File: config.mk
export PLATFORM = sky130hd
export DESIGN_NAME = char_write_scheduler
export DESIGN_NICKNAME = d
export VERILOG_FILES = /design/src/rtl/char_sched_pkg.sv /design/src/rtl/char_write_scheduler_rr_arbiter.sv /design/src/rtl/char_write_scheduler.sv
export SDC_FILE = /design/constraint.sdc
export NUM_CORES = 1
export LEC_CHECK = 0
export CAP_MARGIN = 20
export CELL_PAD_IN_SITES_DETAIL_PLACEMENT = 1
export CELL_PAD_IN_SITES_GLOBAL_PLACEMENT = 2
export CORE_MARGIN = 5
export CORE_UTILIZATION = 27
export CTS_CLUSTER_SIZE = 20
export DETAILED_ROUTE_END_ITERATION = 12
export PLACE_DENSITY = 0.82
export SETUP_SLACK_MARGIN = 0.2
export SLEW_MARGIN = 30
export SYNTH_ARGS = -nofsm -noshare
export SYNTH_HDL_FRONTEND = slang
export SYNTH_SLANG_ARGS = --single-unit
File: constraint.sdc
create_clock -name clock -period 4.8 [get_ports clock]
set_input_delay 0.48 -clock clock [delete_from_list [all_inputs] [get_ports clock]]
set_output_delay 0.48 -clock clock [all_outputs]
set_load 0.005 [all_outputs]
File: src/rtl/char_sched_pkg.sv
// Shared types and helpers for the character-screen write scheduler.
package char_sched_pkg;

    localparam int unsigned DEF_IDX_W  = 8;
    localparam int unsigned DEF_DATA_W = 8;

    typedef enum logic [2:0] {
        ST_IDLE,
        ST_START,
        ST_ACK,
        ST_BUSY,
        ST_ABORT,
        ST_GAP
    } sched_state_e;

    // Low bit of client k's field inside a packed per-client bus of field width w.
    function automatic int unsigned slice_lo(input int unsigned k, input int unsigned w);
        return k * w;
    endfunction

endpackage

File: src/rtl/char_write_scheduler_rr_arbiter.sv
// Combinational round-robin pick: first pending client searching upward from ptr+1 with wrap.
module rr_arbiter #(
    parameter int unsigned NUM_CLIENTS = 3,
    parameter int unsigned GID_W       = $clog2(NUM_CLIENTS)
) (
    input  logic [NUM_CLIENTS-1:0] pending,
    input  logic [GID_W-1:0]       ptr,
    output logic                   found_c,
    output logic [GID_W-1:0]       winner_c
);

    logic [2*NUM_CLIENTS-1:0] doubled;
    logic [NUM_CLIENTS-1:0]   rotated;

    // rotated[j] is the pending bit of client (ptr+1+j) mod NUM_CLIENTS
    assign doubled = {pending, pending};
    assign rotated = NUM_CLIENTS'(doubled >> (32'(ptr) + 32'd1));

    // Lowest set rotated bit wins; map it back to a client id
    always_comb begin
        found_c  = 1'b0;
        winner_c = '0;
        for (int unsigned j = 0; j < NUM_CLIENTS; j++) begin
            if (!found_c && rotated[j]) begin
                found_c  = 1'b1;
                winner_c = GID_W'((32'(ptr) + 32'd1 + j) % NUM_CLIENTS);
            end
        end
    end

endmodule

File: src/rtl/char_write_scheduler.sv
// Shares one character-screen write port between several printers, round-robin,
// with start/finish handshake and hang protection.
module char_write_scheduler
    import char_sched_pkg::*;
#(
    parameter int unsigned NUM_CLIENTS = 3,
    parameter int unsigned IDX_W       = DEF_IDX_W,
    parameter int unsigned DATA_W      = DEF_DATA_W,
    parameter int unsigned ACK_LIMIT   = 4,
    parameter int unsigned RUN_LIMIT   = 64
) (
    input  logic                          clock,
    input  logic                          resetn,
    input  logic [NUM_CLIENTS-1:0]        req,
    output logic [NUM_CLIENTS-1:0]        start,
    input  logic [NUM_CLIENTS-1:0]        finish,
    input  logic [NUM_CLIENTS*IDX_W-1:0]  cl_index,
    input  logic [NUM_CLIENTS*DATA_W-1:0] cl_data,
    output logic                          wr_en,
    output logic [IDX_W-1:0]              wr_index,
    output logic [DATA_W-1:0]             wr_data,
    output logic [$clog2(NUM_CLIENTS)-1:0] grant_id,
    output logic                          busy,
    output logic                          timeout_err
);

    localparam int unsigned GID_W   = $clog2(NUM_CLIENTS);
    localparam int unsigned LIM_MAX = (ACK_LIMIT > RUN_LIMIT) ? ACK_LIMIT : RUN_LIMIT;
    localparam int unsigned CNT_W   = $clog2(LIM_MAX) + 1;
    localparam logic [CNT_W-1:0] ACK_LIM = CNT_W'(ACK_LIMIT);
    localparam logic [CNT_W-1:0] RUN_LIM = CNT_W'(RUN_LIMIT);

    sched_state_e             state, state_n;
    logic [NUM_CLIENTS-1:0]   pending, pending_n, pend_clr;
    logic [GID_W-1:0]         ptr, ptr_n, gid_n;
    logic [CNT_W-1:0]         cnt, cnt_n, cnt_inc;
    logic [NUM_CLIENTS-1:0]   start_n;
    logic                     wr_en_n, timeout_n;
    logic [IDX_W-1:0]         wr_index_n;
    logic [DATA_W-1:0]        wr_data_n;
    logic                     found_c;
    logic [GID_W-1:0]         winner_c;
    logic                     fin_g;

    logic [IDX_W-1:0]  idx_arr [NUM_CLIENTS];
    logic [DATA_W-1:0] dat_arr [NUM_CLIENTS];

    // Split the packed client buses into per-client fields
    for (genvar k = 0; k < NUM_CLIENTS; k++) begin : g_split
        assign idx_arr[k] = cl_index[slice_lo(k, IDX_W) +: IDX_W];
        assign dat_arr[k] = cl_data[slice_lo(k, DATA_W) +: DATA_W];
    end

    rr_arbiter #(
        .NUM_CLIENTS (NUM_CLIENTS),
        .GID_W       (GID_W)
    ) u_arb (
        .pending  (pending),
        .ptr      (ptr),
        .found_c  (found_c),
        .winner_c (winner_c)
    );

    assign fin_g   = finish[grant_id];
    assign cnt_inc = (&cnt) ? cnt : cnt + CNT_W'(1);

    // Next-state and registered-output decode
    always_comb begin
        state_n    = state;
        ptr_n      = ptr;
        gid_n      = grant_id;
        cnt_n      = cnt;
        pend_clr   = '0;
        start_n    = '0;
        wr_en_n    = 1'b0;
        wr_index_n = wr_index;
        wr_data_n  = wr_data;
        timeout_n  = 1'b0;

        case (state)
            ST_IDLE: begin
                if (found_c) begin
                    state_n  = ST_START;
                    gid_n    = winner_c;
                    ptr_n    = winner_c;
                    pend_clr = NUM_CLIENTS'(1) << winner_c;
                    start_n  = NUM_CLIENTS'(1) << winner_c;
                end
            end
            ST_START: begin
                state_n = ST_ACK;
                cnt_n   = '0;
            end
            ST_ACK: begin
                if (!fin_g) begin
                    state_n = ST_BUSY;
                    cnt_n   = '0;
                end else if (cnt_inc >= ACK_LIM) begin
                    state_n   = ST_ABORT;
                    timeout_n = 1'b1;
                end else begin
                    cnt_n = cnt_inc;
                end
            end
            ST_BUSY: begin
                // A hung printer gets RUN_LIMIT writes; the next cycle aborts and its data is dropped
                if (fin_g) begin
                    state_n    = ST_GAP;
                    wr_en_n    = 1'b1;
                    wr_index_n = idx_arr[grant_id];
                    wr_data_n  = dat_arr[grant_id];
                end else if (cnt >= RUN_LIM) begin
                    state_n   = ST_ABORT;
                    timeout_n = 1'b1;
                end else begin
                    wr_en_n    = 1'b1;
                    wr_index_n = idx_arr[grant_id];
                    wr_data_n  = dat_arr[grant_id];
                    cnt_n      = cnt_inc;
                end
            end
            ST_ABORT: state_n = ST_GAP;
            ST_GAP:   state_n = ST_IDLE;
            default:  state_n = ST_IDLE;
        endcase

        // A request arriving on its own grant cycle stays pending
        pending_n = (pending & ~pend_clr) | req;
    end

    // State, bookkeeping and output registers
    always_ff @(posedge clock or negedge resetn) begin
        if (!resetn) begin
            state       <= ST_IDLE;
            pending     <= '0;
            ptr         <= '0;
            cnt         <= '0;
            grant_id    <= '0;
            start       <= '0;
            wr_en       <= 1'b0;
            wr_index    <= '0;
            wr_data     <= '0;
            busy        <= 1'b0;
            timeout_err <= 1'b0;
        end else begin
            state       <= state_n;
            pending     <= pending_n;
            ptr         <= ptr_n;
            cnt         <= cnt_n;
            grant_id    <= gid_n;
            start       <= start_n;
            wr_en       <= wr_en_n;
            wr_index    <= wr_index_n;
            wr_data     <= wr_data_n;
            busy        <= (state_n != ST_IDLE);
            timeout_err <= timeout_n;
        end
    end

endmodule
Word-level counts from Yosys, hierarchy flattened. Cells that the tools add are included.

Bits in registers: 37. Bits of input ports: 56. Logic and storage cells: 86.

Add/sub/neg operators: 4. Div/mod/pow operators: 3. Order comparisons: 4. Equal/unequal tests: 8. Shift operators: 2. Mux-type cells: 40. Bitwise gates (word level): 4. Reductions and logical operators: 11.

Operators by type and width (count): 32-bit by 2-bit modulo with 32-bit output (second input constant) (3); 8-bit 2-to-1 mux (8); 7-bit 2-to-1 mux (5); 32-bit by 1-bit adder with 32-bit output (second input constant) (1); 32-bit by 2-bit adder with 32-bit output (second input constant) (1); 8-bit binary-select mux with 2-bit select (2); 3-bit 2-to-1 mux (7); 7-bit one-hot mux with 3 select lines (1); 3-bit one-hot mux with 5 select lines (1); 1-bit 2-to-1 mux (11); 7-bit by 1-bit adder with 7-bit output (second input constant) (1); 7-bit by 3-bit greater-or-equal comparator with 1-bit output (second input constant) (1); 7-bit greater-or-equal comparator (second input constant) (1); 7-bit AND reduction (1); 3-bit by 2-bit equality test with 1-bit output (second input constant) (2); 2-bit 2-to-1 mux (3); 2-bit != test (second input constant) (3); 3-bit nonzero test (2); 6-bit by 3-bit right shift with 3-bit output (1); 2-bit AND reduction (2); 4-bit AND reduction (1); 2-bit by 1-bit adder with 3-bit output (second input constant) (1); 3-bit bitwise AND (1); 3-bit by 1-bit equality test with 1-bit output (second input constant) (1); other kinds (13) (15).

Depth between registers and ports, before layout.
Word-level depth: 15. Gate-level depth with buffers: 7.

Cells and area by module. A second synthesis with hierarchy kept.

Cells, all modules: 264. Area, all modules: 2338.5 sq um.

Modules (own cells, without submodules): char_write_scheduler (times used 1, cells each 237, area an instance 2120.8 sq um); rr_arbiter (times used 1, cells each 27, area an instance 217.7 sq um).

Worst setup path after synthesis. Ideal clock, no wire load.

Kind: reg-to-reg. Start: register cnt[0]. End: register cnt[0]. Library setup time: 125 ps. Data arrival time: 1658 ps. Path slack: 3017 ps. Cell stages (with the launch flop): 7. Period minus slack after synthesis: 1783 ps. Path through: dfrtp_1 > ha_1 > xor2_1 > nor3_1 > nand4b_1 > nand2_1 > mux2_2.

Cells in the longest elaborated chain, start to end: 5. Elaborated cells on any way between the ends: 13.

Ends and longest elaborated chain: start: declaration (line char_write_scheduler.sv:36) `logic [CNT_W-1:0] cnt, cnt_n, cnt_inc;`; start signal: assignment (line char_write_scheduler.sv:149) `cnt <= cnt_n;`; 7-bit by 1-bit adder with 7-bit output / 7-bit AND reduction (equally long branches) (line char_write_scheduler.sv:65) `assign cnt_inc = (&cnt) ? cnt : cnt + CNT_W'(1);`; 7-bit 2-to-1 mux (line char_write_scheduler.sv:65); 7-bit by 3-bit greater-or-equal comparator with 1-bit output (tied with other cells) (line char_write_scheduler.sv:98) `end else if (cnt_inc >= ACK_LIM) begin`; 3-bit != test (no source line) (tied with other cells); 4-bit AND reduction (no source line) / 7-bit one-hot mux with 3 select lines (equally long branches).

Parallel ways exist; a longest one is shown, timed or not. The select of a mux whose other input is x is not followed. A chain may end at the register's enable or synchronous reset.

Worst setup path after layout.
Start: register ptr[0]. End: register pending[2].

Cells in the longest elaborated chain, start to end: 15. Elaborated cells on any way between the ends: 23.

Ends and longest elaborated chain: start: declaration (line char_write_scheduler.sv:35) `logic [GID_W-1:0] ptr, ptr_n, gid_n;`; start signal: assignment (line char_write_scheduler.sv:148) `ptr <= ptr_n;`; 2-bit by 1-bit adder with 3-bit output (*) (line char_write_scheduler_rr_arbiter.sv:17, char_write_scheduler_rr_arbiter.sv:26); parallel branches: the longest is 9 deep, another holds 32-bit by 1-bit adder with 32-bit output; 3-bit 2-to-1 mux (*) (line char_write_scheduler.sv:82) `if (found_c) begin`; 3-bit 2-to-1 mux (*) (line char_write_scheduler.sv:80) `case (state)`; 3-bit inverter (*) (line char_write_scheduler.sv:128) `pending_n = (pending & ~pend_clr) | req;`; 3-bit bitwise AND (*) (line char_write_scheduler.sv:128); 3-bit OR (*) (line char_write_scheduler.sv:128); named net pending_n[2] (line char_write_scheduler.sv:34) `logic [NUM_CLIENTS-1:0] pending, pending_n, pend_clr;`; end signal: assignment (line char_write_scheduler.sv:147) `pending <= pending_n;`; end: declaration (line char_write_scheduler.sv:34).

Mark *: on every way through the listed nets, which the timed path passes.

==> metrics <==
I/O pin count 80; final max-slew violation count 0; DR iter-0 viols 50; Bufs on Longest Clock Path 2; slowest CP cell dfrtp_2; CP max stage delay 0.71 ns; clk_lat worst skew 0.28 ns; r2r setup slk 2.52 ns; CP arrival between 2 and 2.5 ns; Static Leak about 1.3 nW; CP Capture Type flop; DIE AREA around 10000 um^2; Total GRT Usage between 10% and 20%; number of distinct library cells after synthesis a little under 50; Syn Nets approximately 300; most common cell in the netlist dfrtp_1; CP Cell Sequence nor2b_4, nor4bb_1, o21a_2, nor3_1, a211o_1; first-pass GRT wire length approximately 10000 um; Crit Path Max Fanout 29; maximum vdd drop 0.0001835 V; clock-pin transition on the worst setup and hold timing paths 0.07 ns; setup bufs post-CTS 0; Layout area overhead 42.54%; Diodes inserted 0; drt wl/cell approximately 16 um; fin crit share between 40% and 50%; worst endpoint required time between 4 and 5 ns; Crit path buffers/inverters 0; Area after DPL approximately 3000 um^2; die extent in x ~100 um; Finished Layout Cells ~420; count of final hold-check violations 0; vias in the first global route ~2100; Yosys warnings 0; hold_buf cts 0; die height about 100 um; Synth Cell Area approximately 2200 um^2; worst hold path type in2async; Synth top cells by count 37 x dfrtp_1, 30 x nor2_1, 28 x nand2_1, 24 x a21oi_1; Crit path max-delay family simple AND/OR/NAND/NOR gates; Slew HR between 50% and 60%; Async SR Flop Fraction between 90% and 100%; FMAX between 0.4 and 0.5 GHz; Max Cap Viol 0; DR pass1 iterations 4; Post-Route Setup TNS 0 ns; PwrDens 514.7 nW/um^2; sequential-to-total area share from yosys stat 42.65%; placed wire-length estimate just under 5000 um; initial antenna violation count 0; Util after Layout between 30% and 40%; Routed WL ~6600 um; Root Driver clkbuf_8; antenna viol nets, final 0; power consumption 1.593 mW; via count 1997; Post-synth EDFFs 0; Syn Inst Count approximately 240; core area roughly 8000 um^2; clock buffer count from CTS 5; Inst Count DP 410; fin area 3094 um^2; area leader, netlist dfrtp_1; Yosys reg bits 37; Final Skew approximately 0.0028 ns; fin crit period between 2 and 2.5 ns; # H-tree levels 2; Final Setup Violations 0; clk sinks 37; top cell type's share of synthesized area 42.65%; GR Overflow Total 0; layout cells sized above 1 ~5.7%; Initial Util between 20% and 30%; synthesized area per cell around 9.0 um^2; vias per cell 4.800; leading register cell type out of synthesis dfrtp_1; largest net degree at the start of global routing 38; critical path type reg2reg; RSZ-0062 raised after global routing false; CP Launch Type flop; Worst-Margin Slew about 0.74 ns; CTS tree built; largest cells by area after synthesis dfrtp_1 43%, mux2i_1 9.7%, a21oi_1 5.5%, nor2_1 5.2%, nand2_1 4.8%; number of buffers added on ports 79; post-CTS sizing 0; Remaining DRCs 0; Rows 32; RePlAce Congestion between 0.7 and 0.8; Total Nets Final between 300 and 400; status completed
per-stage QoR:
step	worst slack (ns)	hold WS, ns
2_1_floorplan	3.017	0.1844
3_3_place_gp	2.112	0.4620
3_5_place_dp	2.158	0.4723
4_1_cts	2.138	0.3459
5_1_grt	2.342	0.1905
6_report	2.524	0.1614
cells in the final DEF (no fill, tap or decap), drive strengths merged, types with 2 or more instances in the layout:
cell type / Yosys / routed
dfrtp: 37 / 37
a311oi: 2 / 2
buf: 9 / 2
and3: 2 / 2
a211oi: 2 / 2
mux2i: 21 / 21
inv: 7 / 7
ha: 4 / 4
nand2: 28 / 28
clkdlybuf4s50: 0 / 78
o21ai: 25 / 25
nand3b: 3 / 3
nor2: 30 / 30
clkbuf: 4 / 5
o21a: 4 / 4
nor2b: 2 / 2
a21boi: 3 / 3
nand3: 6 / 6
nor3: 4 / 4
o311ai: 2 / 2
or3: 2 / 2
a21oi: 24 / 24
metal layers:
metal / global-route usage, % / vias to the layer above / wire [um]
li1: - / 1003 / -
met1: 16.05 / 951 / 2806
met2: 22.83 / 35 / 3390
met3: 3.787 / 8 / 262
met4: 3.887 / 0 / 94
met5: 0 / - / 0
where the power goes:
part           total, mW  switching [mW]  internal (mW)  leakage, nW
registers          0.535           0.118          0.417        0.464
logic              0.854           0.445          0.409        0.809
clock network      0.203           0.108         0.0956       0.0399
cell families after synthesis:
family          after synthesis  share of synthesized area, %
simple gates                 84                         18.27
compound gates               73                         21.10
flops                        37                         42.65
mux                          22                         10.20
buf+inv                      20                         5.072
fa+ha+maj                     4                         2.306
xor+xnor                      1                        0.4035
worst paths after layout:
path / start / to / cells after the start
worst max-delay path: ptr[0] / pending[2] / 5
worst min-delay path: resetn / wr_data[7] / 1
worst max register to register: ptr[0] / pending[2] / 5
worst min register to register: wr_index[0] / wr_index[0] / 2
max in group asynchronous: resetn / ptr[0] / 1
min in group clock: wr_index[0] / wr_index[0] / 2
flip-flops by register name (all words and copies together), names as in the netlist:
name	cells
wr_data	8
wr_index	8
cnt	7
pending	3
start	3
state	3
ptr	2
busy	1
timeout_err	1
wr_en	1
final cells by class:
cell class,count,area [um^2]
Fill cell,904,4673
Multi-Input combinational cell,184,1144
Sequential cell,37,927.1
Timing Repair Buffer,80,795.8
Tap cell,102,127.6
Clock buffer,5,68.82
Inverter,7,26.28
Clock inverter,1,5.005
Power figures use the tool's default switching activity.
